===== config.mk =====
export PLATFORM = sky130hd
export DESIGN_NAME = deck_dealer_flat
export DESIGN_NICKNAME = d
export VERILOG_FILES = /design/src/rtl/deck_pkg.sv /design/src/rtl/deck_dealer_if.sv /design/src/rtl/deck_lfsr.sv /design/src/rtl/deck_dealer.sv /design/src/flat_wrapper.sv
export SDC_FILE = /design/constraint.sdc
export NUM_CORES = 1
export LEC_CHECK = 0
export BUFFER_PORTS_ARGS = -buffer_cell sky130_fd_sc_hd__buf_2
export CAP_MARGIN = 10
export CELL_PAD_IN_SITES_DETAIL_PLACEMENT = 1
export CELL_PAD_IN_SITES_GLOBAL_PLACEMENT = 2
export CORE_AREA = 5 5 251 253
export CTS_CLUSTER_DIAMETER = 30
export CTS_CLUSTER_SIZE = 25
export DETAILED_ROUTE_END_ITERATION = 7
export DIE_AREA = 0 0 256 258
export PLACE_DENSITY_LB_ADDON = 0.1
export SLEW_MARGIN = 20
export SYNTH_ARGS = -nofsm -noshare
export SYNTH_HDL_FRONTEND = slang
export SYNTH_SLANG_ARGS = --single-unit

===== constraint.sdc =====
create_clock -name clk -period 4.85 [get_ports clk]
set_clock_uncertainty 0.2 [all_clocks]
set_input_delay 0.97 -clock clk [delete_from_list [all_inputs] [get_ports clk]]
set_output_delay 0.97 -clock clk [all_outputs]
set_load 0.01 [all_outputs]

===== src/rtl/deck_pkg.sv =====
// Shared constants, types and FSM state encoding for the deck dealer.

package deck_pkg;

    localparam int unsigned RANKS     = 13;
    localparam int unsigned SUITS     = 4;
    localparam int unsigned DECK_SIZE = RANKS * SUITS;

    typedef logic [3:0] card_t;
    typedef logic [5:0] seed_t;

    localparam card_t CARD_NONE    = 4'd0;
    localparam seed_t DEFAULT_SEED = 6'h2A;
    // x^6 + x^5 + 1
    localparam seed_t LFSR_TAPS    = 6'b110000;

    typedef enum logic [2:0] {
        StIdle,
        StShufLoad,
        StShufDraw,
        StDealFetch,
        StDealDone
    } dealer_state_e;

endpackage


===== src/rtl/deck_dealer_if.sv =====
// Controller <-> dealer handshake: shuffle/deal requests in, readies and card out.

interface deck_dealer_if;
    import deck_pkg::*;

    logic  shuffle_start;
    seed_t seed;
    logic  card_start;
    logic  shuffle_ready;
    logic  card_ready;
    card_t card;
    logic  card_overflow;
    logic  shuffling;

    modport master (
        output shuffle_start, seed, card_start,
        input  shuffle_ready, card_ready, card, card_overflow, shuffling
    );

    modport slave (
        input  shuffle_start, seed, card_start,
        output shuffle_ready, card_ready, card, card_overflow, shuffling
    );

endinterface


===== src/rtl/deck_lfsr.sv =====
// 6-bit Fibonacci LFSR with load/step enables; a zero seed is replaced to avoid lock-up.

module deck_lfsr
    import deck_pkg::*;
#(
    parameter seed_t DefaultSeed = DEFAULT_SEED
) (
    input  logic  clk,
    input  logic  rst,
    input  logic  load_i,
    input  logic  step_i,
    input  seed_t seed_i,
    output seed_t next_o
);

    seed_t lfsr_q, lfsr_d;

    always_comb begin
        next_o = {lfsr_q[4:0], ^(lfsr_q & LFSR_TAPS)};
        lfsr_d = lfsr_q;
        if (load_i) begin
            lfsr_d = (seed_i == '0) ? DefaultSeed : seed_i;
        end else if (step_i) begin
            lfsr_d = next_o;
        end
    end

    always_ff @(posedge clk) begin
        if (!rst) begin
            lfsr_q <= DefaultSeed;
        end else begin
            lfsr_q <= lfsr_d;
        end
    end

endmodule


===== src/rtl/deck_dealer.sv =====
// 52-card deck holder: seed-deterministic Fisher-Yates shuffle and one-card-per-request dealing.

module deck_dealer
    import deck_pkg::*;
#(
    parameter int unsigned Ranks       = RANKS,
    parameter int unsigned Suits       = SUITS,
    parameter seed_t       DefaultSeed = DEFAULT_SEED
) (
    input logic          clk,
    input logic          rst,
    deck_dealer_if.slave dk
);

    localparam int unsigned DeckSize = Ranks * Suits;
    localparam logic [5:0]  LastIdx  = 6'(DeckSize - 1);

    dealer_state_e state_q, state_d;
    card_t         deck_q [DeckSize];
    card_t         deck_d [DeckSize];
    logic [5:0]    ptr_q, ptr_d;
    logic [5:0]    idx_q, idx_d;
    card_t         card_q, card_d;
    logic          ovf_q, ovf_d;
    logic          shuf_q, shuf_d;
    logic          ready_q, ready_d;

    logic  lfsr_load, lfsr_step;
    seed_t lfsr_next;
    logic [5:0] draw_r;

    deck_lfsr #(
        .DefaultSeed (DefaultSeed)
    ) u_lfsr (
        .clk    (clk),
        .rst    (rst),
        .load_i (lfsr_load),
        .step_i (lfsr_step),
        .seed_i (dk.seed),
        .next_o (lfsr_next)
    );

    // Candidate swap index, 0..62; values above idx are rejected and redrawn.
    assign draw_r = lfsr_next - 6'd1;

    always_comb begin
        state_d   = state_q;
        deck_d    = deck_q;
        ptr_d     = ptr_q;
        idx_d     = idx_q;
        card_d    = card_q;
        ovf_d     = ovf_q;
        shuf_d    = shuf_q;
        ready_d   = ready_q;
        lfsr_load = 1'b0;
        lfsr_step = 1'b0;

        unique case (state_q)
            StIdle: begin
                if (dk.shuffle_start) begin
                    state_d   = StShufLoad;
                    ready_d   = 1'b0;
                    shuf_d    = 1'b1;
                    lfsr_load = 1'b1;
                end else if (dk.card_start) begin
                    state_d = StDealFetch;
                    ready_d = 1'b0;
                end
            end
            StShufLoad: begin
                for (int p = 0; p < DeckSize; p++) begin
                    deck_d[p] = card_t'((p % Ranks) + 1);
                end
                idx_d   = LastIdx;
                state_d = StShufDraw;
            end
            StShufDraw: begin
                lfsr_step = 1'b1;
                if (draw_r <= idx_q) begin
                    deck_d[idx_q]  = deck_q[draw_r];
                    deck_d[draw_r] = deck_q[idx_q];
                    idx_d          = idx_q - 6'd1;
                    if (idx_q == 6'd1) begin
                        state_d = StIdle;
                        ptr_d   = '0;
                        ovf_d   = 1'b0;
                        shuf_d  = 1'b0;
                        ready_d = 1'b1;
                    end
                end
            end
            StDealFetch: begin
                state_d = StDealDone;
            end
            StDealDone: begin
                state_d = StIdle;
                ready_d = 1'b1;
                if (ptr_q < 6'(DeckSize)) begin
                    card_d = deck_q[ptr_q];
                    ptr_d  = ptr_q + 6'd1;
                end else begin
                    card_d = CARD_NONE;
                    ovf_d  = 1'b1;
                end
            end
            default: begin
                state_d = StIdle;
                ready_d = 1'b1;
                shuf_d  = 1'b0;
            end
        endcase
    end

    always_ff @(posedge clk) begin
        if (!rst) begin
            state_q <= StIdle;
            for (int p = 0; p < DeckSize; p++) begin
                deck_q[p] <= card_t'((p % Ranks) + 1);
            end
            ptr_q   <= '0;
            idx_q   <= '0;
            card_q  <= CARD_NONE;
            ovf_q   <= 1'b0;
            shuf_q  <= 1'b0;
            ready_q <= 1'b1;
        end else begin
            state_q <= state_d;
            deck_q  <= deck_d;
            ptr_q   <= ptr_d;
            idx_q   <= idx_d;
            card_q  <= card_d;
            ovf_q   <= ovf_d;
            shuf_q  <= shuf_d;
            ready_q <= ready_d;
        end
    end

    assign dk.shuffle_ready = ready_q;
    assign dk.card_ready    = ready_q;
    assign dk.card          = card_q;
    assign dk.card_overflow = ovf_q;
    assign dk.shuffling     = shuf_q;

endmodule


===== src/flat_wrapper.sv =====
// flat-port wrapper written by rule: the top's interface ports become plain ports
module deck_dealer_flat import deck_pkg::*;
#(
    parameter int unsigned Ranks       = RANKS,
    parameter int unsigned Suits       = SUITS,
    parameter seed_t       DefaultSeed = DEFAULT_SEED
)
  (clk, rst, dk_shuffle_start, dk_seed, dk_card_start, dk_shuffle_ready, dk_card_ready, dk_card, dk_card_overflow, dk_shuffling);
  deck_dealer_if dk_i ();
  input logic clk;
  input logic rst;
  input wire logic [$bits(dk_i.shuffle_start)-1:0] dk_shuffle_start;
  input wire logic [$bits(dk_i.seed)-1:0] dk_seed;
  input wire logic [$bits(dk_i.card_start)-1:0] dk_card_start;
  output wire logic [$bits(dk_i.shuffle_ready)-1:0] dk_shuffle_ready;
  output wire logic [$bits(dk_i.card_ready)-1:0] dk_card_ready;
  output wire logic [$bits(dk_i.card)-1:0] dk_card;
  output wire logic [$bits(dk_i.card_overflow)-1:0] dk_card_overflow;
  output wire logic [$bits(dk_i.shuffling)-1:0] dk_shuffling;
  assign dk_i.shuffle_start = dk_shuffle_start;
  assign dk_i.seed = dk_seed;
  assign dk_i.card_start = dk_card_start;
  assign dk_shuffle_ready = dk_i.shuffle_ready;
  assign dk_card_ready = dk_i.card_ready;
  assign dk_card = dk_i.card;
  assign dk_card_overflow = dk_i.card_overflow;
  assign dk_shuffling = dk_i.shuffling;
  deck_dealer #(.Ranks(Ranks), .Suits(Suits), .DefaultSeed(DefaultSeed)) u_core (.clk(clk), .rst(rst), .dk(dk_i));
endmodule

==> results of run 1 <==
## area by class of cell
cell class,instances,share of cell area (%)
multi-input combinational,1622,54.26
inverter,36,0.6102
tap,790,4.382
clock buffer,115,11.11
antenna,3,0.03328
timing repair buffer,163,6.080
sequential,236,21.02
clock inverter,44,2.502
## metal layers
layer / vias up / track usage, % / wire, um
li1: 8417 / - / -
met2: 1448 / 51.35 / 50040
met4: 2 / 20.15 / 8464
met1: 10810 / 44.82 / 47590
met3: 399 / 9.982 / 12630
met5: - / 0 / 14
## cell families (layout without fill, tap and decap cells)
group,count (synthesis),count (layout),synth area share (%)
XOR/XNOR,7,7,0.3827
other,0,3,0
flip-flops,236,236,26.27
AO/OA/AOI/OAI,680,680,26.92
adder cells (fa/ha/maj),9,9,0.6262
multiplexers,171,171,19.07
AND/OR/NAND/NOR,755,755,20.48
buffers and inverters,234,358,6.248
## power by group through the flow
stage / logic (uW) / registers (uW) / clock network, uW
after floorplan: 2690 / 2120 / 0
after global placement: 5410 / 2300 / 0
after detailed placement: 5400 / 2300 / 0
after CTS: 5420 / 2270 / 5890
after global routing: 5630 / 2290 / 6020
final: 5660 / 2290 / 5850
## metrics by stage
step                      hold WS [ps]  setup WS (ps)  utilization (%)  instances  cell area, um^2
after floorplan                  257.7          937.6                -       2092            17980
after CTS                        276.0          540.4            37.08       3006            22550
final                            275.9          478.1            37.10       3009            22560
after global placement           256.8          623.7            32.04       2847            19480
after detailed placement         267.1          596.3            32.04       2847            19480
after global routing             285.0          446.2            37.08       3006            22550
## worst min path at each step
stage                         to  depth (start not counted)
2_1_floorplan  u_core.deck_q[69]                          2
3_3_place_gp   u_core.dk.card[3]                          1
3_5_place_dp   u_core.dk.card[3]                          1
4_1_cts        u_core.dk.card[3]                          1
5_1_grt        u_core.dk.card[1]                          1
6_report       u_core.dk.card[3]                          1
## cell usage after synthesis (all sizes together) (9+ instances only)
library cell and n:
ha 9, mux2i 22, nand3 99, o32ai 34, a32oi 42, a31oi 17, or3b 9, nor2 205
dfxtp 236, nand2b 15, buf 107, clkbuf 91, nor3 89, o22a 18, or3 39, o32a 25
o211ai 23, a21oi 117, o22ai 34, and3 14, o221ai 25, inv 32, a22oi 31, nor4 19
mux4 136, mux2 13, and2 10, o31ai 45, nor2b 16, o21ai 114, a211oi 34, a221oi 14
o21a 23, a22o 10, nand2 186, nand3b 11
## sequential cells by signal, indices dropped and copies added, names as in the netlist
signal and flops:
u_core.dk.card 4, u_core.dk.card_ready 1, u_core.dk.card_overflow 1, u_core.dk.shuffling 1, u_core.deck_q 208, u_core.state_q 3, u_core.idx_q 6, u_core.ptr_q 6
u_core.u_lfsr.lfsr_q 6
==> results.md, run 1 <==
- Worst-Margin Slew: 1103 ps
- Area leader, netlist: dfxtp_1
- Vias in the first global route: 20700
- WP buf/inv: 4
- Multi-input logic area: 12240 um^2
- Top cells by area, synth: dfxtp_1 (26%), mux4_2 (17%), nor2_1 (4.3%)
- Worst setup endpoint: u_core.deck_q[27]
- RR Startpoint: u_core.idx_q[2]
- YS warnings: 0
- Gp weighted congestion: 1.023
- Setup TNS: 0 ps
- Rel. slew slack: 26.27%
- Grt ovf: 0
- EDFF count, synth: 0
- Post-CTS Setup Bufs: 0
- Fmax achieved: 228.7 MHz
- Power Density: 611.7 nW/um^2
- Area Growth Syn to Fin: 25.42%
- CTS HTree Levels: 3
- Most common cell on crit path: buf_4
- Reg2reg end: u_core.deck_q[27]
- Port buffer count: 17
- Critical Path Stages: 11
- Total iterations of the first detailed-routing run: 6
- Final HPWL DP: 85110 um
- CTS tree: yes
- Clk_lat worst skew: 640 ps
- Crit path from: u_core.idx_q[2]
- Critical Path AT: 4700 ps
- Register area: 4742 um^2
- DR iter-0 viols: 2446
- Min Clock Period, post-route: 4372 ps
- Setup CP Type: flip-flop to flip-flop
- Die Wd: 256 um
- WP data required: 5170 ps
- Final #Nets: 2165
- Synthesized Nets: 2111
- Cell row count: 91
- Largest net degree at the start of global routing: 56
- Crit-path cells: buf_12 -> buf_4 -> or2_2 -> o22ai_1 -> o311ai_0 -> o211ai_1 -> nor4_4 -> buf_4 -> nand2_1 -> buf_4 -> o221ai_1
- Core region area: 60800 um^2
- Layout cell share with drive strength beyond 1: 23.65%
- Clock tree root buffer cell: clkbuf_16
- Library cells used by synthesis: 93
- Slowest CP cell: dfxtp_2
- Sw frac: 44.13%
- Register clock-pin slew on the reported worst setup and hold paths: 40 ps
- Critical Path Source Type: flip-flop
- Depth of the worst register-to-register path: 11
- Fill count: 6968
- Fraction of registers with async set or reset after synthesis: 0%
- Max Buffers Root-to-Sink: 3
- Slew Limit Fails: 0
- Post-Syn Area: 17980 um^2
- CTS sink cnt: 236
- Synth Area per Inst: 8.596 um^2
- Antenna violations before repair: 4
- Main flop type after synthesis: dfxtp_1
- Hold Crit Class: flip-flop to flip-flop
- Final Hold Viols: 0
- Final Setup Violations: 0
- Total power: 13800 uW
- NetSw: 6090 uW
- ANT nets after route: 0
- Dominant delay contributor by cell family on the critical path: compound AO/OA/AOI/OAI gates
- Via count: 21080
- Comb pwr share: 41.0%
- Status: finished clean
- First-pass GRT wire length: 165500 um
- CP Max Fanout: 32
- Clk pwr share: 42.4%
- Internal: 7708 uW
- Hold buffers post-CTS: 0
- Post-synthesis sequential area ratio: 26.27%
- Max rail drop VDD: 0.0003183 V
- Total track usage: 34.55%
- Routed wire length: 118700 um
- Final period utilization: 90.14%
- Yosys reg bits: 236
- Post-Syn Instances: 2092
- Via density: 7.005
- Boundary pin count: 18
- Die area: 66050 um^2
- Die Ht: 258 um
- # resized after CTS: 0
- Max-cap violations: 0
- Per-cell routed wire length: 39.46 um
- Register share of total power: 16.6%
- Remaining DRCs: 0
- CTS buffer count: 87
- CP max stage delay: 840 ps
- Initial Util: 29.58%
- Setup crit end kind: flip-flop
- Post-synth top area share: 26.27%
- Most common cell after layout, fill and taps aside: dfxtp_1
- Static leakage: 0.007553 uW
- RSZ-0062 raised after global routing: false
- Reg2reg setup slack: 480 ps
- Hold Path Origin: u_core.dk.card[3]
- Commonest cells after routing, fill and taps aside: dfxtp_1 (228), nor2_1 (204), nand2_1 (180)
(Power assumes the default switching activity.)
==> run 2, diff against run 1 <==
Settings changed: BUFFER_PORTS_ARGS -buffer_cell sky130_fd_sc_hd__buf_2 to default, DONT_BUFFER_PORTS from default to 1.
==> run 2 against run 1 <==
Against the previous run:
- wire length barely moved
- critical endpoint is now u_core.deck_q[125]
- largest power group is now combinational cells
- clock power fell by 6.0%
- total power fell by 3.7%
- register-to-register slack improved by 60 ps
==> results.md, run 2 (synthesized netlist as in run 1, its figures left out) <==
- Status: finished clean
- Hold Crit Class: primary input to flip-flop
- Max Buffers Root-to-Sink: 3
- Grt ovf: 0
- Final #Nets: 2149
- Antenna violations before repair: 3
- Post-CTS Setup Bufs: 0
- Critical Path AT: 4630 ps
- Fill count: 6953
- Static leakage: 0.007386 uW
- Utilization after layout: 36.60%
- Routed wire length: 118800 um
- Die area: 66050 um^2
- Via count: 20930
- Setup CP Type: flip-flop to flip-flop
- Multi-input logic area: 12240 um^2
- Area Growth Syn to Fin: 23.75%
- Most common cell after layout, fill and taps aside: dfxtp_1
- Register area: 4742 um^2
- Die Ht: 258 um
- Slew Limit Fails: 0
- CP Max Fanout: 32
- Register clock-pin slew on the reported worst setup and hold paths: 40 ps
- Remaining DRCs: 0
- Worst-Margin Slew: 1232 ps
- Cell row count: 91
- Clock tree root buffer cell: clkbuf_16
- Fmax achieved: 231.7 MHz
- Place WS: 674.8 ps
- Top reg by flops: u_core.deck_q
- Core region area: 60800 um^2
- Final Hold Viols: 0
- CP max stage delay: 750 ps
- RSZ-0062 raised after global routing: false
- Clk_lat worst skew: 630 ps
- Boundary pin count: 18
- Initial Util: 29.58%
- Power Density: 596.9 nW/um^2
- Min Clock Period, post-route: 4316 ps
- DR iter-0 viols: 2949
- First-pass GRT wire length: 165000 um
- Final Setup Violations: 0
- CTS sink cnt: 236
- Max rail drop VDD: 0.0003665 V
- Total iterations of the first detailed-routing run: 5
- Crit-path cells: inv_1 -> ha_1 -> nand3_1 -> or2_2 -> o21a_1 -> o21ai_4 -> buf_4 -> o21ai_0 -> and3_1 -> a211o_1
- Max FFs per register: 208
- CTS buffer count: 88
- # resized after CTS: 0
- Hold buffers post-CTS: 0
- Final hold slack: 272.0 ps
- Rel. slew slack: 17.75%
- Die Wd: 256 um
- Per-cell routed wire length: 39.73 um
- Layout cell share with drive strength beyond 1: 22.61%
- ANT nets after route: 0
- Worst Setup Slack, final: 533.7 ps
- Largest net degree at the start of global routing: 86
- Setup crit end kind: flip-flop
- Port buffer count: 0
- Critical Path Source Type: flip-flop
- Final period utilization: 89.00%
- CTS HTree Levels: 3
- Commonest cells after routing, fill and taps aside: dfxtp_1 (228), nor2_1 (203), nand2_1 (180)
- Gp weighted congestion: 1.019
- Setup TNS: 0 ps
- Max-cap violations: 0
- Via density: 7.004
- CTS tree: yes
- Vias in the first global route: 20550
- Final HPWL DP: 85360 um
- Total track usage: 34.61%
- WP data required: 5160 ps
- Slowest CP cell: dfxtp_2
run 2: cell type report:
class / instances / area share [%]
Inverter: 36 / 0.6184
Antenna cell: 1 / 0.01124
Timing Repair Buffer: 146 / 5.487
Clock inverter: 23 / 1.085
Sequential cell: 236 / 21.31
Clock buffer: 135 / 12.04
Multi-Input combinational cell: 1622 / 55.01
Tap cell: 790 / 4.441
run 2: path summary, 6_finish.rpt:
| check | cells past startpoint | start | slack [ps] | to |
|---|---|---|---|---|
| hold / removal | 1 | rst | 270 | u_core.dk.card_ready |
| setup / recovery | 10 | u_core.idx_q[2] | 530 | u_core.deck_q[125] |
| hold reg to reg | 2 | u_core.deck_q[126] | 320 | u_core.deck_q[126] |
| setup reg to reg | 10 | u_core.idx_q[2] | 530 | u_core.deck_q[125] |
run 2: per-layer routing:
layer	vias up	routed length, um	track usage (%)	part of all wire, %
met1	10750	48260	45.46	41
met2	1433	50430	51.73	42
met4	4	8569	21.06	7.2
met5	-	30	0	0.025
met3	366	11470	8.144	9.7
li1	8385	-	-	-
run 2: report_power, final:
part	internal [uW]	switching, uW	leakage (uW)
Sequential	2040	241	0.00191
Clock	3930	1570	0.00146
Combinational	1430	4070	0.00401
run 2: worst max-delay path: cells and delay by family, from the launching register on:
kind                       cells  cell delay, ps
and+or+nand+nor                3             690
DFF                            1             750
buffers and inverters          2            1060
adders and majority gates      1             460
AOI/OAI and AO/OA              4            1000
run 2: metrics by stage:
step           instances  instance area, um^2  power, uW
2_1_floorplan       2092                17980       4815
3_3_place_gp        2829                19310       7523
3_5_place_dp        2830                19330       7546
4_1_cts             2988                22250      13090
5_1_grt             2988                22250      13450
6_report            2989                22260      13280
